$ cat config.mk
export PLATFORM = sky130hd
export DESIGN_NAME = column_frame_scheduler
export DESIGN_NICKNAME = d
export VERILOG_FILES = /design/src/rtl/col_pkg.sv /design/src/rtl/col_word_assembler.sv /design/src/rtl/column_frame_scheduler.sv
export SDC_FILE = /design/constraint.sdc
export NUM_CORES = 1
export LEC_CHECK = 0
export ABC_CLOCK_PERIOD_IN_PS = 2000
export CORE_MARGIN = 1
export CORE_UTILIZATION = 45
export DETAILED_ROUTE_END_ITERATION = 16
export GPL_TIMING_DRIVEN = 0
export HOLD_SLACK_MARGIN = 0.1
export PLACE_DENSITY = 0.71
export REMOVE_ABC_BUFFERS = 1
export SLEW_MARGIN = 0
export SYNTH_ARGS = -nofsm -noshare
export SYNTH_HDL_FRONTEND = slang
export SYNTH_SLANG_ARGS = --single-unit
$ cat constraint.sdc
create_clock -name clk -period 2 [get_ports clk]
set_clock_uncertainty 0.05 [all_clocks]
set_input_delay 0.3 -clock clk [delete_from_list [all_inputs] [get_ports clk]]
set_output_delay 0.3 -clock clk [all_outputs]
set_load 0.01 [all_outputs]
$ cat src/rtl/col_pkg.sv
// rtl/col_pkg.sv - shared constants and record layout for the column frame scheduler
package col_pkg;

  localparam int NUM_COLS      = 640;
  localparam int WORDS_PER_COL = 5;
  localparam int COLNUM_W      = 10;
  localparam int COLDATA_W     = 42;
  localparam int SFDATA_W      = 32;

  // Field offsets inside the packed record, shared with the column renderer.
  localparam int CD_W0_LSB = 0;
  localparam int CD_W1_LSB = 10;
  localparam int CD_W2_LSB = 26;
  localparam int SF_W4_LSB = 0;
  localparam int SF_W3_LSB = 16;

  typedef logic [1:0] buf_idx_t;

  typedef struct packed {
    logic [COLDATA_W-1:0] coldata;
    logic [SFDATA_W-1:0]  sfdata;
  } col_rec_t;

  function automatic col_rec_t pack_rec(
    input logic [9:0]  w0,
    input logic [15:0] w1,
    input logic [15:0] w2,
    input logic [15:0] w3,
    input logic [15:0] w4
  );
    col_rec_t r;
    r = '0;
    r.coldata[CD_W0_LSB +: 10] = w0;
    r.coldata[CD_W1_LSB +: 16] = w1;
    r.coldata[CD_W2_LSB +: 16] = w2;
    r.sfdata[SF_W4_LSB +: 16]  = w4;
    r.sfdata[SF_W3_LSB +: 16]  = w3;
    return r;
  endfunction

  function automatic logic [2:0] buf_onehot(input buf_idx_t idx);
    return 3'b001 << idx;
  endfunction

endpackage

$ cat src/rtl/col_word_assembler.sv
// rtl/col_word_assembler.sv - collects five bus words into one column record
module col_word_assembler
  import col_pkg::*;
(
  input  logic        clk,
  input  logic        reset_n,
  input  logic        i_word_valid,
  input  logic [15:0] i_wr_word,
  input  logic        i_col_restart,
  output logic        o_complete,
  output col_rec_t    o_rec
);

  localparam logic [2:0] LAST_STAGE = 3'(WORDS_PER_COL - 1);

  logic [2:0]  r_stage;
  logic [9:0]  r_w0;
  logic [15:0] r_w1;
  logic [15:0] r_w2;
  logic [15:0] r_w3;
  logic        w_last_stage;

  assign w_last_stage = (r_stage == LAST_STAGE);

  always_ff @(posedge clk or negedge reset_n) begin
    if (!reset_n) begin
      r_stage <= '0;
      r_w0    <= '0;
      r_w1    <= '0;
      r_w2    <= '0;
      r_w3    <= '0;
    end else if (i_col_restart) begin
      r_stage <= '0;
    end else if (i_word_valid) begin
      case (r_stage)
        3'd0:    r_w0 <= i_wr_word[9:0];
        3'd1:    r_w1 <= i_wr_word;
        3'd2:    r_w2 <= i_wr_word;
        3'd3:    r_w3 <= i_wr_word;
        default: ;
      endcase
      r_stage <= w_last_stage ? 3'd0 : r_stage + 3'd1;
    end
  end

  // The final word is used straight off the bus so the write strobe lands one cycle later.
  assign o_complete = i_word_valid & ~i_col_restart & w_last_stage;
  assign o_rec      = pack_rec(r_w0, r_w1, r_w2, r_w3, i_wr_word);

endmodule

$ cat src/rtl/column_frame_scheduler.sv
// rtl/column_frame_scheduler.sv - column write sequencing and triple-buffer role rotation
module column_frame_scheduler
  import col_pkg::*;
#(
  parameter int DROP_CNT_W = 8
) (
  input  logic                  clk,
  input  logic                  reset_n,
  input  logic                  word_valid,
  input  logic [15:0]           wr_word,
  input  logic                  col_restart,
  input  logic                  swap_strobe,
  output logic [2:0]            buf_we,
  output logic [COLNUM_W-1:0]   wr_colnum,
  output logic [COLDATA_W-1:0]  wr_coldata,
  output logic [SFDATA_W-1:0]   wr_sfdata,
  output logic [1:0]            rd_idx,
  output logic [1:0]            wr_idx,
  output logic                  frame_pending,
  output logic [DROP_CNT_W-1:0] drop_count
);

  localparam logic [COLNUM_W-1:0] LAST_COL = COLNUM_W'(NUM_COLS - 1);

  logic                  w_complete;
  col_rec_t              w_rec;

  logic [2:0]            r_buf_we;
  logic [COLNUM_W-1:0]   r_wr_colnum;
  logic [COLDATA_W-1:0]  r_wr_coldata;
  logic [SFDATA_W-1:0]   r_wr_sfdata;
  logic [COLNUM_W-1:0]   r_colnum;
  logic                  r_frame_end;
  buf_idx_t              r_rd_idx;
  buf_idx_t              r_wr_idx;
  buf_idx_t              r_spare_idx;
  logic                  r_frame_pending;
  logic [DROP_CNT_W-1:0] r_drop_count;

  col_word_assembler u_asm (
    .clk           (clk),
    .reset_n       (reset_n),
    .i_word_valid  (word_valid),
    .i_wr_word     (wr_word),
    .i_col_restart (col_restart),
    .o_complete    (w_complete),
    .o_rec         (w_rec)
  );

  always_ff @(posedge clk or negedge reset_n) begin
    if (!reset_n) begin
      r_buf_we     <= '0;
      r_wr_colnum  <= '0;
      r_wr_coldata <= '0;
      r_wr_sfdata  <= '0;
      r_colnum     <= '0;
      r_frame_end  <= 1'b0;
    end else begin
      r_buf_we    <= w_complete ? buf_onehot(r_wr_idx) : 3'b000;
      r_frame_end <= w_complete && (r_colnum == LAST_COL);
      if (col_restart) begin
        r_colnum <= '0;
      end else if (w_complete) begin
        r_wr_colnum  <= r_colnum;
        r_wr_coldata <= w_rec.coldata;
        r_wr_sfdata  <= w_rec.sfdata;
        r_colnum     <= (r_colnum == LAST_COL) ? '0 : r_colnum + COLNUM_W'(1);
      end
    end
  end

  // Rotation runs the cycle after the last column write, so that write still hits the old buffer.
  always_ff @(posedge clk or negedge reset_n) begin
    if (!reset_n) begin
      r_rd_idx        <= 2'd0;
      r_wr_idx        <= 2'd1;
      r_spare_idx     <= 2'd2;
      r_frame_pending <= 1'b0;
      r_drop_count    <= '0;
    end else begin
      if (r_frame_end && swap_strobe) begin
        r_rd_idx        <= r_wr_idx;
        r_wr_idx        <= r_spare_idx;
        r_spare_idx     <= r_rd_idx;
        r_frame_pending <= 1'b0;
      end else if (r_frame_end) begin
        r_wr_idx        <= r_spare_idx;
        r_spare_idx     <= r_wr_idx;
        r_frame_pending <= 1'b1;
      end else if (swap_strobe && r_frame_pending) begin
        r_rd_idx        <= r_spare_idx;
        r_spare_idx     <= r_rd_idx;
        r_frame_pending <= 1'b0;
      end
      if (r_frame_end && r_frame_pending && (r_drop_count != {DROP_CNT_W{1'b1}})) begin
        r_drop_count <= r_drop_count + DROP_CNT_W'(1);
      end
    end
  end

  assign buf_we        = r_buf_we;
  assign wr_colnum     = r_wr_colnum;
  assign wr_coldata    = r_wr_coldata;
  assign wr_sfdata     = r_wr_sfdata;
  assign rd_idx        = r_rd_idx;
  assign wr_idx        = r_wr_idx;
  assign frame_pending = r_frame_pending;
  assign drop_count    = r_drop_count;

endmodule

Word level (Yosys, flattened, before mapping)
Index checks and enable logic that the tools add are counted.
{ "totals": {"reg_bits": 174, "latch_bits": 0, "mem_bits_rw": 0, "romBits": 0, "input_bits": 21, "output_inout_bits": 100, "elab_cells": 65, "mem_count": 0} }
{ "op_classes": {"n_addsub": 3, "multipliers": 0, "div": 0, "order_cmp": 0, "eq_ne": 7, "shifts": 1, "n_mux": 18, "bitwise": 3, "n_reduce_logical": 17} }
{ "op_table": {"columns": ["op", "n"], "rows": [
  ["2-to-1 mux 10 bit", 3],
  ["2-to-1 mux 2 bit", 8],
  ["2-to-1 mux 3 bit", 4],
  ["AND reduction 3 bit", 4],
  ["adder 10 x 1 -> 10 bit, second input constant", 1],
  ["equality test 10 bit, second input constant", 1],
  ["adder 8 x 1 -> 8 bit, second input constant", 1],
  ["!= test 8 bit, second input constant", 1],
  ["nonzero test 2 bit", 4],
  ["equality test 3 x 2 -> 1 bit, second input constant", 2],
  ["logical AND 1 bit", 5],
  ["AND reduction 2 bit", 2],
  ["adder 3 x 1 -> 3 bit, second input constant", 1],
  ["equality test 3 x 1 -> 1 bit, second input constant", 1],
  ["equality test 3 bit, second input constant", 1],
  ["zero test 3 bit", 1],
  ["2-to-1 mux 1 bit", 3],
  ["nonzero test 3 bit", 1],
  ["left shift 1 x 2 -> 3 bit, first input constant", 1],
  ["bitwise AND 1 bit", 2],
  ["!= test 2 x 1 -> 1 bit, second input constant", 1],
  ["NOT 1 bit", 1]
]} }

Logic depth before layout (Yosys ltp)
Gate-level depths: netlist of the first run.
{ "depth": {"word_depth": 5, "mapped_depth": 8, "mapped_depth_nobuf": 6} }

Cells and area by module
A second synthesis of the first run with hierarchy kept.
{ "hier_totals": {"cells_unflattened": 636, "area_unflattened_um2": 7138.1} }
{ "by_module_without_submodules": {"columns": ["module", "instances", "cells_each", "area_each_um2", "seq_area_each_um2"], "rows": [
  ["column_frame_scheduler", 1, 471, 4501.8, 2830.2],
  ["col_word_assembler", 1, 165, 2636.3, 1526.5]
]} }

Worst setup path before layout of the first run
OpenSTA, ideal clock, no wires.
{ "synth_path": {"kind": "register to register", "from": "reg u_asm.r_stage[0]", "to": "reg u_asm.r_w3[10]", "setup_time_ns": 0.128, "arrival_time_ns": 1.448, "t_required_ns": 1.822, "slack_ns": 0.375, "path_stages_with_launch": 6, "path_buffers": 1, "period_less_slack_ns": 1.625, "cell_sequence": "dfrtp_1 -> ha_1 -> ha_1 -> nand3b_4 -> buf_2 -> mux2_1"} }
{ "synth_via": {"elab_chain_cells": 2} }
{ "synth_rtl": {"columns": ["item", "line", "source"], "rows": [
  ["start: declaration", "col_word_assembler.sv:16", "logic [2:0] r_stage;"],
  ["start signal: assignment", "col_word_assembler.sv:42", "r_stage <= w_last_stage ? 3'd0 : r_stage + 3'd1;"],
  ["equality test 3 x 2 -> 1 bit", "col_word_assembler.sv:35", "case (r_stage)"],
  ["AND reduction 3 bit (no line)", null, null],
  ["end signal: assignment", "col_word_assembler.sv:39", "3'd3: r_w3 <= i_wr_word;"],
  ["end: declaration", "col_word_assembler.sv:20", "logic [15:0] r_w3;"]
]} }
No other way between the ends.
A chain may end at the register's enable or synchronous reset.

Worst setup path after layout of the first run
{ "layout_path": {"from": "in word_valid", "to": "reg u_asm.r_w2[3]"} }
{ "layout_via": {"elab_chain_cells": 1} }
{ "layout_rtl": {"columns": ["item", "line", "source"], "rows": [
  ["start: declaration", "column_frame_scheduler.sv:9", "input logic word_valid,"],
  ["AND reduction 3 bit (no line)", null, null],
  ["end signal: assignment", "col_word_assembler.sv:38", "3'd2: r_w2 <= i_wr_word;"],
  ["end: declaration", "col_word_assembler.sv:19", "logic [15:0] r_w2;"]
]} }
No other way between the ends.

==> results of run 1 <==
-- metrics by stage --
step                      cells  utilization  worst slack (ns)
after global placement      906        0.545             -6.17
after floorplan             598            -             -2.10
after detailed placement    913        0.554            -0.883
after global routing        951        0.602            -0.199
after CTS                   950        0.600            -0.138
final                       951        0.602            -0.145
-- per-layer routing --
metal / global-route usage / routed length (um)
met5: 0 / 0
met3: 0.0456 / 514
met1: 0.266 / 7000
met2: 0.345 / 7780
met4: 0.0777 / 221
-- report_power, final --
group,switching (uW),total (uW),internal [uW],leakage [uW]
Clock,1390,3470,2080,0.000301
Combinational,330,845,514,0.00188
Sequential,219,4120,3900,0.00234
-- synth_stat cells, types with 5 or more instances --
cell	instances	area [um2]
xor2_1	6	52.6
mux2_1	16	180
a21oi_1	5	25.0
nor3b_1	6	45.0
a22o_1	5	43.8
ha_1	7	87.6
buf_2	14	70.1
mux2_4	20	300
nand2_1	261	980
nand3_1	9	45.0
mux2_2	29	327
dfrtp_1	172	4300
nor2_1	12	45.0
clkbuf_1	7	26.3
-- kinds of logic after synthesis --
family	after synthesis	share of synthesized area
AND/OR/NAND/NOR	315	0.189
flip-flops	174	0.619
multiplexers	67	0.118
buffers and inverters	36	0.0290
AO/OA/AOI/OAI	25	0.0247
adder cells (fa/ha/maj)	7	0.0125
XOR/XNOR	6	0.00747
-- flip-flops by register name, indices dropped and copies added (netlist names), 2 cells and up --
name and flops:
u_asm.r_w1 16, u_asm.r_w2 16, wr_sfdata 32, wr_colnum 10, r_spare_idx 2, r_colnum 10, wr_idx 2, u_asm.r_w3 16
wr_coldata 42, u_asm.r_stage 3, buf_we 3, drop_count 8, rd_idx 2, u_asm.r_w0 10
-- cell usage in the layout (no fill, tap or decap), types with 6 or more instances in the layout --
master and count:
mux2_1 16, mux2_2 29, clkbuf_16 19, mux2_4 20
clkdlybuf4s50_1 119, nand3_1 9, dfrtp_1 172, nor2_1 12
ha_1 6, nand2_1 261, xor2_1 6, nor3b_1 6
-- layout make-up --
cell class / count / area (um2)
fillers: 1241 / 6060
flip-flops and latches: 174 / 4360
multi-input cells: 422 / 2530
repair buffers: 131 / 1390
clock buffers: 21 / 470
well taps: 188 / 235
clock inverters: 11 / 154
inverters: 4 / 15.0
-- what timing repair did --
action                     in CTS  in global routing
resized for setup               5                  2
setup buffers                   2                  0
hold buffers                    1                  0
setup endpoints to repair     116                 63
cloned                          2                  1
hold endpoints to repair       62                  0
-- worst paths after layout --
kind / from / end / slack, ns / depth (start not counted)
worst max-delay path: word_valid / u_asm.r_w2[3] / -0.14 / 4
worst min-delay path: reset_n / u_asm.r_w1[2] / 0.35 / 2
worst max register to register: u_asm.r_stage[2] / u_asm.r_w2[3] / 0.06 / 3
worst min register to register: u_asm.r_w3[4] / wr_sfdata[20] / 0.42 / 2
max in group asynchronous: reset_n / drop_count[5] / 0.67 / 3
min in group clk: u_asm.r_w3[4] / wr_sfdata[20] / 0.42 / 2
==> impl_metrics.env, run 1 <==
export IMPL_fmax_mhz=466
export IMPL_ant_nets=0
export IMPL_setup_violations=32
export IMPL_timing_final_crit_share=1.07
export IMPL_track_usage=0.207
export IMPL_drv_cap=0
export IMPL_grt_pass1_vias=4991
export IMPL_vias_per_cell=5.16
export IMPL_hold_class="primary input to async pin"
export IMPL_timing_hold_violations_final=0
export IMPL_die_h_um=127
export IMPL_power_leakage_uw=0.00451
export IMPL_start_util=0.463
export IMPL_timing_critical_path_cells="clkdlybuf4s50_1 > nor3b_2 > and2_2 > mux2_2"
export IMPL_clock_sinks=174
export IMPL_syn_to_final_growth_pct=30.0
export IMPL_antenna_cells=0
export IMPL_gp_congestion=0.736
export IMPL_violations="setup timing"
export IMPL_synth_flop_cell="dfrtp_1"
export IMPL_worstSetupEndpointType="flop"
export IMPL_cts_buffer_depth=2
export IMPL_die_w_um=127
export IMPL_cts_tree="done"
export IMPL_synthCells=630
export IMPL_fin_hold_ws_ns=0.349
export IMPL_ys_seq_elements=174
export IMPL_crit_type="primary input to flop"
export IMPL_cpMaxStageDelayCell="clkdlybuf4s50_1"
export IMPL_min_period_ns=2.14
export IMPL_async_flop_share=1.00
export IMPL_clk_pin_slew_worst_paths_ns=0.06
export IMPL_synth_seq_area_share=0.619
export IMPL_slew_headroom=0.579
export IMPL_placed_area_um2=8420
export IMPL_cpLargestDelayFamily="simple AND/OR/NAND/NOR gates"
export IMPL_setup_tns_ns=-2.90
export IMPL_overflow=0
export IMPL_clk_latency_ns=0.42
export IMPL_finalMaxSlewViolations=0
export IMPL_required_ns=2.25
export IMPL_yosys_warnings=0
export IMPL_num_rows=45
export IMPL_drt_iter0_markers=249
export IMPL_synth_edf_count=0
export IMPL_routed_wl_um=15500
export IMPL_wl_per_cell_um=16.3
export IMPL_rsz0062_at_grt="yes"
export IMPL_max_stage_delay_ns=0.79
export IMPL_status="finished, violations left"
export IMPL_core_um2=15200
export IMPL_grt_max_degree=111
export IMPL_route_detailed_drc=0
export IMPL_final_area_um2=9150
export IMPL_critPathLaunchType="primary input"
export IMPL_syn_area_um2=7030
export IMPL_setup_ws_ns=-0.145
export IMPL_drive_gt1_frac=0.140
export IMPL_h_tree_depth=4
export IMPL_arrival_ns=2.40
export IMPL_yosysUniqueCellTypes=45
export IMPL_root_buffer="clkbuf_16"
export IMPL_crit_fanout=16
export IMPL_finalPower_uw=8430
export IMPL_fin_nets=778
export IMPL_firstDrtPassIters=4
export IMPL_ir_drop_uv=563
export IMPL_tightest_slew_ns=0.631
export IMPL_synth_avg_cell_area_um2=11.2
export IMPL_p_per_area_nw_per_um2=922
export IMPL_dieArea_um2=16100
export IMPL_grt_pass1_wl_um=25600
export IMPL_port_buffers=120
export IMPL_dpl_hpwl_um=9680
export IMPL_ios=121
export IMPL_vias=4908
export IMPL_antenna_found_initial=0
export IMPL_numCtsBuffers=17
export IMPL_cp_buffers_inverters=1
Note: power is estimated with default switching activity, not from simulation.
==> run 2, diff against run 1 <==
Settings changed: CAP_MARGIN set to 10, CTS_CLUSTER_SIZE set to 8.
==> run 2 against run 1 <==
The run now ends clean. Total power is 2.3% lower. Setup slack improved by 0.26 ns. Via count is 0.77% lower. Die area did not move. Clock power is 5% lower. Global-route usage decreased by 0.65 points. Sequential power is essentially flat. Count of clock-buffer cells in the layout grew 1. Design area about the same. First-iteration DRC count rose by 7.2%. Combinational power about the same. Critical path type is now flop to flop. Highest routed layer unchanged.
==> impl_metrics.env, run 2 (synthesis gave the netlist of run 1 again) <==
export IMPL_status="finished, final reports clean"
export IMPL_cts_buffer_depth=2
export IMPL_grt_pass1_wl_um=24900
export IMPL_internal_power_uw=6380
export IMPL_crit_type="flop to flop"
export IMPL_ir_drop_uv=586
export IMPL_crit_fanout=8
export IMPL_final_cell_mix="nand2_1, dfrtp_1, clkdlybuf4s50_1, mux2_2, mux2_4"
export IMPL_comb_power_share=0.103
export IMPL_numCtsBuffers=17
export IMPL_clk_latency_ns=0.41
export IMPL_r2r_start="u_asm.r_stage[1]"
export IMPL_port_buffers=120
export IMPL_clock_sinks=174
export IMPL_dp_slack_ns=-0.886
export IMPL_worstSetupEndpointType="flop"
export IMPL_root_buffer="clkbuf_16"
export IMPL_critPathLaunchType="flop"
export IMPL_finalMaxSlewViolations=0
export IMPL_max_stage_delay_ns=0.41
export IMPL_arrival_ns=2.17
export IMPL_grt_max_degree=111
export IMPL_switching_share=0.225
export IMPL_cp_endpoint="r_colnum[7]"
export IMPL_drive_gt1_frac=0.143
export IMPL_layout_commonest_cell="nand2_1"
export IMPL_final_util=0.602
export IMPL_core_um2=15200
export IMPL_reg2reg_setup_slack_ns=0.11
export IMPL_min_period_ns=1.89
export IMPL_required_ns=2.28
export IMPL_ant_nets=0
export IMPL_placed_area_um2=8420
export IMPL_rsz0062_at_grt="no"
export IMPL_track_usage=0.200
export IMPL_overflow=0
export IMPL_clk_pin_slew_worst_paths_ns=0.06
export IMPL_drt_iter0_markers=267
export IMPL_setup_violations=0
export IMPL_fin_nets=781
export IMPL_antenna_cells=0
export IMPL_crit_start="u_asm.r_stage[1]"
export IMPL_hold_class="primary input to flop"
export IMPL_wl_per_cell_um=16.2
export IMPL_setup_ws_ns=0.111
export IMPL_final_area_um2=9150
export IMPL_vias_per_cell=5.12
export IMPL_timing_hold_violations_final=0
export IMPL_ios=121
export IMPL_clkPwrFrac=0.398
export IMPL_slew_headroom=0.627
export IMPL_gp_congestion=0.736
export IMPL_start_util=0.463
export IMPL_dieArea_um2=16100
export IMPL_finalPower_uw=8240
export IMPL_cpMaxStageDelayCell="dfrtp_1"
export IMPL_tightest_slew_ns=0.558
export IMPL_dpl_hpwl_um=9620
export IMPL_routed_wl_um=15500
export IMPL_p_per_area_nw_per_um2=901
export IMPL_cts_tree="done"
export IMPL_num_rows=45
export IMPL_netSwitchingPower_uw=1860
export IMPL_firstDrtPassIters=4
export IMPL_die_w_um=127
export IMPL_placed_cells=913
export IMPL_timing_critical_path_cells="inv_1 > ha_4 > nand4b_1 > clkbuf_16 > a41oi_4 > nand3_1 > o21ai_1"
export IMPL_largest_reg_flops=42
export IMPL_die_h_um=127
export IMPL_power_leakage_uw=0.00452
export IMPL_route_detailed_drc=0
export IMPL_h_tree_depth=4
export IMPL_timing_final_crit_share=0.945
export IMPL_drv_cap=0
export IMPL_instances_no_fill=952
export IMPL_grt_pass1_vias=4935
export IMPL_seqPwrFrac=0.500
export IMPL_nFillCells=1221
export IMPL_syn_to_final_growth_pct=30.1
export IMPL_r2r_end="r_colnum[7]"
export IMPL_antenna_found_initial=0
export IMPL_reg2regPathDepth=7
export IMPL_fmax_mhz=529
export IMPL_vias=4870
-- run 2: cell count changes in the layout (fill, tap and decap cells not counted), sizes merged --
cell | previous run | this run
clkdlybuf4s50 | 119 | 117
clkinv | 3 | 1
inv | 7 | 5
clkbuf | 23 | 24
bufinv | 3 | 2
buf | 9 | 12
dlymetal6s2s | 0 | 2
clkinvlp | 2 | 4
-- run 2: metrics by stage --
stage	setup TNS, ns	hold WS [ns]
floorplan	-131.57	-0.0456
global placement	-1410.16	0.395
detailed placement	-74.10	0.223
CTS	0	0.366
global route	0	0.347
finish	0	0.340
-- run 2: worst max-delay path, delay by kind of cell (launching register included) --
kind                       cells  cell delay (ns)
DFF                            1             0.41
AOI/OAI and AO/OA              2             0.44
adders and majority gates      1             0.20
and+or+nand+nor                2             0.33
buffers and inverters          2             0.38
-- run 2: cell type report --
type                       count  area (um2)  share of cell area
tap                          188         235              0.0257
sequential                   174        4360               0.476
clock inverter                 8         108              0.0118
inverter                       4        15.0             0.00164
clock buffer                  22         484              0.0529
timing repair buffer         134        1420               0.155
multi-input combinational    422        2530               0.276
-- run 2: routing by layer --
layer | vias to the layer above | part of all wire | track usage
li1 | 2301 | - | -
met1 | 2457 | 0.45 | 0.251
met2 | 95 | 0.50 | 0.345
met3 | 17 | 0.030 | 0.0427
met4 | 0 | 0.015 | 0.0700
met5 | - | 0 | 0
-- run 2: worst min-delay path by stage --
stage	cells past startpoint	startpoint	endpoint
2_1_floorplan	0	reset_n	buf_we[0]
3_3_place_gp	2	u_asm.r_w3[15]	wr_sfdata[31]
3_5_place_dp	1	reset_n	wr_sfdata[2]
4_1_cts	2	reset_n	wr_sfdata[2]
5_1_grt	2	col_restart	r_colnum[6]
6_report	2	col_restart	r_colnum[4]
-- run 2: repair_timing --
item                       in CTS  in global routing
resized for setup               8                  6
cloned                          2                  2
hold endpoints to repair       62                  0
buffers inserted                2                  2
pin swaps                       0                  0
setup endpoints to repair     114                 44
hold buffers                    1                  0
-- run 2: power groups by stage --
| stage | Clock (uW) | Combinational (uW) | Sequential, uW |
|---|---|---|---|
| 2_1_floorplan | 0 | 425 | 4160 |
| 3_3_place_gp | 0 | 800 | 4150 |
| 3_5_place_dp | 0 | 843 | 4180 |
| 4_1_cts | 3350 | 862 | 4120 |
| 5_1_grt | 3500 | 920 | 4160 |
| 6_report | 3280 | 847 | 4120 |
